File: src/rtl/fetch_stage.sv
// fetch_stage: instruction fetch stage with program counter and IF/ID register.
//
// Ports:
//   clk_i         rising-edge clock for all state
//   rst_i         synchronous active-low reset (overrides every other control)
//   stall_i       hold PC and IF/ID register
//   flush_i       squash IF/ID register contents
//   redirect_i    load target_i (word aligned) into PC and squash IF/ID
//   target_i      redirect byte address
//   instr_i       instruction word from memory at pc_o (combinational)
//   pc_o          current fetch byte address
//   ifid_instr_o  registered instruction for decode
//   ifid_pc4_o    registered fetch PC + 4
//   ifid_valid_o  IF/ID holds a real instruction
//   oob_o         sticky: a fetch happened at or beyond IMEM_WORDS*4
//   fetch_cnt_o   number of valid instructions captured into IF/ID
module fetch_stage #(
  parameter logic [31:0] RESET_PC   = 32'h0000_0000,
  parameter int unsigned IMEM_WORDS = 32
) (
  input  logic        clk_i,
  input  logic        rst_i,
  input  logic        stall_i,
  input  logic        flush_i,
  input  logic        redirect_i,
  input  logic [31:0] target_i,
  input  logic [31:0] instr_i,
  output logic [31:0] pc_o,
  output logic [31:0] ifid_instr_o,
  output logic [31:0] ifid_pc4_o,
  output logic        ifid_valid_o,
  output logic        oob_o,
  output logic [31:0] fetch_cnt_o
);

  localparam logic [29:0] WORD_LIMIT = 30'(IMEM_WORDS);

  logic [31:0] pc;
  logic [31:0] pc_plus4;
  logic        fetch_oob;
  logic        squash;

  assign pc_plus4  = pc + 32'd4;
  assign fetch_oob = (pc[31:2] >= WORD_LIMIT);
  assign squash    = flush_i | redirect_i;

  // Program counter: redirect beats stall beats sequential advance.
  always_ff @(posedge clk_i) begin
    if (!rst_i) begin
      pc <= RESET_PC;
    end else if (redirect_i) begin
      pc <= target_i & 32'hFFFF_FFFC;
    end else if (!stall_i) begin
      pc <= pc_plus4;
    end
  end

  // IF/ID register, fetch counter and sticky out-of-range flag.
  // An out-of-range fetch still advances the pipeline but captures a bubble.
  always_ff @(posedge clk_i) begin
    if (!rst_i) begin
      ifid_instr_o <= '0;
      ifid_pc4_o   <= '0;
      ifid_valid_o <= 1'b0;
      oob_o        <= 1'b0;
      fetch_cnt_o  <= '0;
    end else if (squash) begin
      ifid_instr_o <= '0;
      ifid_pc4_o   <= '0;
      ifid_valid_o <= 1'b0;
    end else if (!stall_i) begin
      ifid_pc4_o <= pc_plus4;
      if (fetch_oob) begin
        ifid_instr_o <= '0;
        ifid_valid_o <= 1'b0;
        oob_o        <= 1'b1;
      end else begin
        ifid_instr_o <= instr_i;
        ifid_valid_o <= 1'b1;
        fetch_cnt_o  <= fetch_cnt_o + 32'd1;
      end
    end
  end

  assign pc_o = pc;

endmodule
File: config.mk
export PLATFORM = sky130hd
export DESIGN_NAME = fetch_stage
export DESIGN_NICKNAME = d
export VERILOG_FILES = /design/src/rtl/fetch_stage.sv
export SDC_FILE = /design/constraint.sdc
export NUM_CORES = 1
export LEC_CHECK = 0
export BUFFER_PORTS_ARGS = -buffer_cell sky130_fd_sc_hd__clkbuf_2
export CAP_MARGIN = 20
export CORE_ASPECT_RATIO = 1.2
export CORE_MARGIN = 3
export CORE_UTILIZATION = 51
export CTS_CLUSTER_DIAMETER = 150
export DETAILED_ROUTE_END_ITERATION = 8
export GPL_ROUTABILITY_DRIVEN = 0
export PLACE_DENSITY = 0.8
export SYNTH_ARGS = -nofsm -noshare
export SYNTH_HDL_FRONTEND = slang
export SYNTH_SLANG_ARGS = --single-unit
File: constraint.sdc
create_clock -name clk_i -period 3.4 [get_ports clk_i]
set_clock_uncertainty 0.15 [all_clocks]
set_input_delay 0.68 -clock clk_i [delete_from_list [all_inputs] [get_ports clk_i]]
set_output_delay 0.68 -clock clk_i [all_outputs]
set_load 0.02 [all_outputs]
# Word-level counts from Yosys, hierarchy flattened

Index checks and enable logic that the tools add are counted.

Add/sub/neg operators: 2
Magnitude comparators: 1
Eq/ne operators: 1
Muxes and demuxes: 4
Bitwise logic cells: 5
Reduce and logical (&&, ||, !) cells: 4

Operators with widths:

| kind                                                               | number |
|---|---|
| two-way mux 32 bit                                                 | 3 |
| adder 32 x 1 -> 32 bit, second input constant                      | 1 |
| adder 32 x 3 -> 32 bit, second input constant                      | 1 |
| greater-or-equal comparator 30 x 6 -> 1 bit, second input constant | 1 |
| AND reduction 3 bit                                                | 2 |
| inverter 1 bit                                                     | 4 |
| OR reduction 2 bit                                                 | 2 |
| inequality test 2 x 1 -> 1 bit, second input constant              | 1 |
| two-way mux 1 bit                                                  | 1 |
| OR 1 bit                                                           | 1 |

Register bits after elaboration: 130
Input port bits: 69
Output and inout port bits: 130
Logic and storage cells: 24

# Logic depth before layout (Yosys ltp)

Depth after elaboration: 3
Gate-level depth with buffers: 8
Depth with buffers taken out: 6

# Worst setup path after synthesis

No wires, ideal clock.

Path kind: input-to-reg
From: input port stall_i
To: register fetch_cnt_o[22]
Setup time: 70 ps
Arrival time: 2432 ps
Data required time: 3180 ps
Path slack: 747 ps
Cell stages on the path: 6
Path buffers: 2
Cell sequence: or3_1 > buf_2 > or4_4 > buf_6 > or4_1 > a21oi_1

Cells in the longest elaborated chain, start to end: 2

Ends and longest elaborated chain:

| what                          | RTL line | text |
|---|---|---|
| start, declared               | 23       | `input logic stall_i,` |
| inverter 1 bit (no line)      | -        |  |
| AND reduction 3 bit (no line) | -        |  |
| end signal, assigned          | 80       | `fetch_cnt_o <= fetch_cnt_o + 32'd1;` |
| end, declared                 | 33       | `output logic [31:0] fetch_cnt_o` |

Every way passes these cells.
A chain may end at the register's enable or synchronous reset.

# Worst setup path after layout

From: input port stall_i
To: register pc[13], in the netlist pc_o[13]

Cells in the longest elaborated chain, start to end: 1

Ends and longest elaborated chain:

| what                                     | RTL line | text |
|---|---|---|
| inequality test 2 x 1 -> 1 bit (no line) | -        |  |
| end signal, assigned                     | 52       | `pc <= target_i & 32'hFFFF_FFFC;` |
| end signal, assigned                     | 54       | `pc <= pc_plus4;` |
| end, declared                            | 38       | `logic [31:0] pc;` |

Every way passes these cells.

==> reports/results.env <==
POWER.SEQUENTIAL.FRACTION=0.415
MOST_NUMEROUS_CELL_IN_THE_YOSYS_NETLIST='sky130_fd_sc_hd__dfxtp_1'
GRT_FIRST_PASS_WIRELENGTH_MM=28.1
POST_DP_HPWL_MM=12.3
IO_BUFFER_COUNT=192
INTERNAL_POWER_CONTRIBUTION_uW=2870
CRIT_PATH_FREQUENT_CELL='sky130_fd_sc_hd__buf_4'
ROUTE.FINAL.WIRE_LENGTH_MM=17.6
POST-ROUTE-CELL-AREA_SQ_MM=0.00787
SYNTH_SEQ_AREA_SHARE=0.405
CTS.HTREE.LEVELS=4
FINALCRITPERIODSHARE=0.758
POWERDENSITY_mW_PER_MM2=482
RSZ0062_AT_GRT='no'
TIMING.CRITICAL_PATH.CELLS='buf_4 -> buf_4 -> buf_4 -> and4b_1 -> nand3_1 -> nor3_1 -> xnor2_1 -> a211oi_1'
POST-ROUTE-DRC-COUNT=0
POWER_FRAC_COMB=0.079
YS_SEQ_ELEMENTS=126
FIRST_PASS_ITERS=5
WORST_HOLD_DEPTH=2
CTS.SINK_COUNT=126
DIE_H_UM=127
VIA_PER_INST=5.63
REG2REG_SLACK_PS=840
WORST-SETUP-PATH-TYPE='primary input to flip-flop'
TYPE_OF_ELEMENT_LAUNCHING_THE_CRITICAL_PATH='primary input'
CLKPWRFRAC=0.506
FLOORPLAN.DIE_AREA_SQ_MM=0.0136
GLOBAL_ROUTE_TOTAL_OVERFLOW=0
DETAILED_PLACE.AREA_SQ_MM=0.00724
CLKTRANSATPATHREGS_PS=60
TIMING.MAX_SLEW.REL_SLACK=0.452
NUMCTSBUFFERS=17
GRT_USAGE=0.255
POSTCTSRESIZEDCELLS=0
CTS.REPAIR_TIMING.SETUP_BUFFER_COUNT=0
WORST-SLEW-PIN-TRANSITION_PS=822
TOP_LEVEL_PORTS=199
DIE_X_UM=107
AREA_GROWTH_SYN_TO_LAYOUT_PCT=26.4
SYNTH_FLOP_CELL='sky130_fd_sc_hd__dfxtp_1'
WORSTSKEWPAIRLATENCY_PS=410
HOLD_PATH_END='ifid_instr_o[0]'
VIAS=6158
WORST_SLACK_PS=822
SETUP_VIOL_COUNT_FINAL=0
TIMING.FMAX_MHz=388
COREAREA_SQ_MM=0.0117
SYNTH.TOP_CELL.AREA_SHARE=0.405
SWSHARE=0.242
WORSTSETUPENDPOINTTYPE='flip-flop'
R2R_CELLS=6
CRITICAL_PATH.SLOWEST_CELL='sky130_fd_sc_hd__buf_4'
ANTENNA-DIODE-COUNT=0
LEAKAGE_uW=0.00312
ROUTED_WIRE_LENGTH_PER_INSTANCE_UM=16.1
OUTCOME='complete, no violations'
POST_SYNTH_MOST_FREQUENT_CELLS='sky130_fd_sc_hd__dfxtp_1 (126), sky130_fd_sc_hd__a21oi_1 (91), sky130_fd_sc_hd__nand2_1 (64), sky130_fd_sc_hd__nor2_1 (54), sky130_fd_sc_hd__clkbuf_1 (51)'
SYNTHDOMINANTAREACELLTYPE='sky130_fd_sc_hd__dfxtp_1'
GRT_START_MAX_NET_PINS=93
PLACEMENT_ROWS=43
SYNTHESIS.AREA_PER_INSTANCE_SQ_UM=8.20
SWITCHING_POWER_uW=919
YS_TYPES=46
WORSTPATHARRIVAL_PS=2750
R2R_END='ifid_instr_o[22]'
REQUIRED_PS=3570
IR_DROP_mV=0.293
HOLD_START='ifid_instr_o[0]'
WORST-PATH-MAX-FANOUT=92
ANTENNA_FOUND_INITIAL=0
CLOCKBUFFERDEPTH=2
INITIAL_STANDARD_CELL_UTILIZATION_OF_THE_CORE=0.531
FINISH.NET_COUNT=995
FIN_CRIT_PS=2580
PLACEMENT.SETUP.WORST_SLACK_PS=408
REGTOREGSTARTPOINT='pc_o[28]'
CAP_VIOL_MAX_COUNT=0
NUMBER_OF_WARNING_MESSAGES_IN_THE_YOSYS_LOG=0
SLEW_VIOL_FINAL=0
SYNTH-EDFF-COUNT=0
SYNTHARSTFLOPSHARE=0
FINAL.SETUP.TNS_PS=0
DRTANTENNAVIOLNETS=0
YS_TOP_CELLS_BY_AREA='sky130_fd_sc_hd__dfxtp_1 (41%), sky130_fd_sc_hd__a21oi_1 (7.3%), sky130_fd_sc_hd__xnor2_1 (5.3%)'
NETLIST_AREA_SQ_MM=0.00622
CTS_TREE='built'
CTS_HOLD_BUF=0
FINALHOLDVIOLCOUNT=0
NETLIST_INSTANCES=759
FINAL_LAYOUT_SIZE_SUFFIX_GT1_FRAC=0.266
NUMBER_OF_GLOBAL_ROUTE_VIAS_BEFORE_REPAIR=5663
WORST_HOLD_PATH_TYPE='flip-flop to flip-flop'
CP_SLOWEST_STAGE_DELAY_PS=730
DRTITER0DRC=503
CTS_ROOT_BUFFER='sky130_fd_sc_hd__clkbuf_16'
==> cell usage in the layout, fill, tap and decap left out, drive strengths merged, types with 22 or more instances in the layout <==
cell / synthesis / layout
nor3: 22 / 22
a21oi: 91 / 91
nand4: 26 / 26
nor4: 22 / 22
inv: 22 / 23
o21ai: 28 / 28
nor2: 54 / 54
clkbuf: 51 / 209
xnor2: 38 / 38
nand2: 64 / 64
nand3: 24 / 24
xor2: 27 / 27
nand3b: 33 / 33
dfxtp: 126 / 126
==> routing by layer <==
metal / vias up / wire length, um / GRT usage
li1: 3025 / - / -
met4: 0 / 536 / 0.100
met5: - / 0 / 0
met1: 2824 / 7210 / 0.320
met2: 264 / 8380 / 0.415
met3: 45 / 1470 / 0.0718
==> state kept, by name, indices dropped and copies added, names as in the netlist <==
register and cells:
ifid_pc4_o 30, fetch_cnt_o 32, oob_o 1, pc_o 30, ifid_instr_o 32, ifid_valid_o 1
==> critical path, delay by kind of cell <==
| family | cells | cell delay (ps) |
|---|---|---|
| buf+inv | 3 | 1180 |
| simple gates | 3 | 530 |
| compound gates | 1 | 230 |
| xor+xnor | 1 | 120 |
==> power by group through the flow <==
stage	clock (uW)	sequential [uW]	combinational, uW
2_1_floorplan	0	1610	177
3_3_place_gp	0	1600	294
3_5_place_dp	0	1600	298
4_1_cts	1940	1570	300
5_1_grt	2010	1580	328
6_report	1920	1570	301
==> logic make-up (layout without fill, tap and decap cells) <==
logic type	Yosys count	after routing	synth area share
simple gates	301	301	0.269
compound gates	158	158	0.144
flops	126	126	0.405
buf+inv	90	264	0.0597
xor+xnor	65	65	0.0915
mux	15	15	0.0241
fa+ha+maj	3	3	0.00603
other cells	1	4	0.000602
==> how the worst max path moves through the flow <==
stage / from / endpoint / slack (ps)
after floorplan: stall_i / fetch_cnt_o[22] / 750
after global placement: stall_i / pc_o[13] / 450
after detailed placement: stall_i / pc_o[13] / 410
after CTS: stall_i / pc_o[13] / 840
after global routing: stall_i / pc_o[13] / 650
final: stall_i / pc_o[13] / 820
==> cell type report <==
cell class	count	area, sq um
Clock buffer	18	439
Clock inverter	14	191
Fill cell	993	3860
Inverter	24	90.1
Multi-Input combinational cell	546	3350
Sequential cell	126	2520
Tap cell	157	196
Timing Repair Buffer	208	1080
==> per-stage QoR <==
stage	hold slack (ps)	total power (uW)	instances	util
CTS	307	3810	1093	0.671
detailed placement	299	1900	1061	0.617
global route	329	3910	1093	0.671
finish	302	3790	1093	0.671
floorplan	380	1780	762	-
global placement	289	1890	1061	0.617
Power figures use the tool's default switching activity.
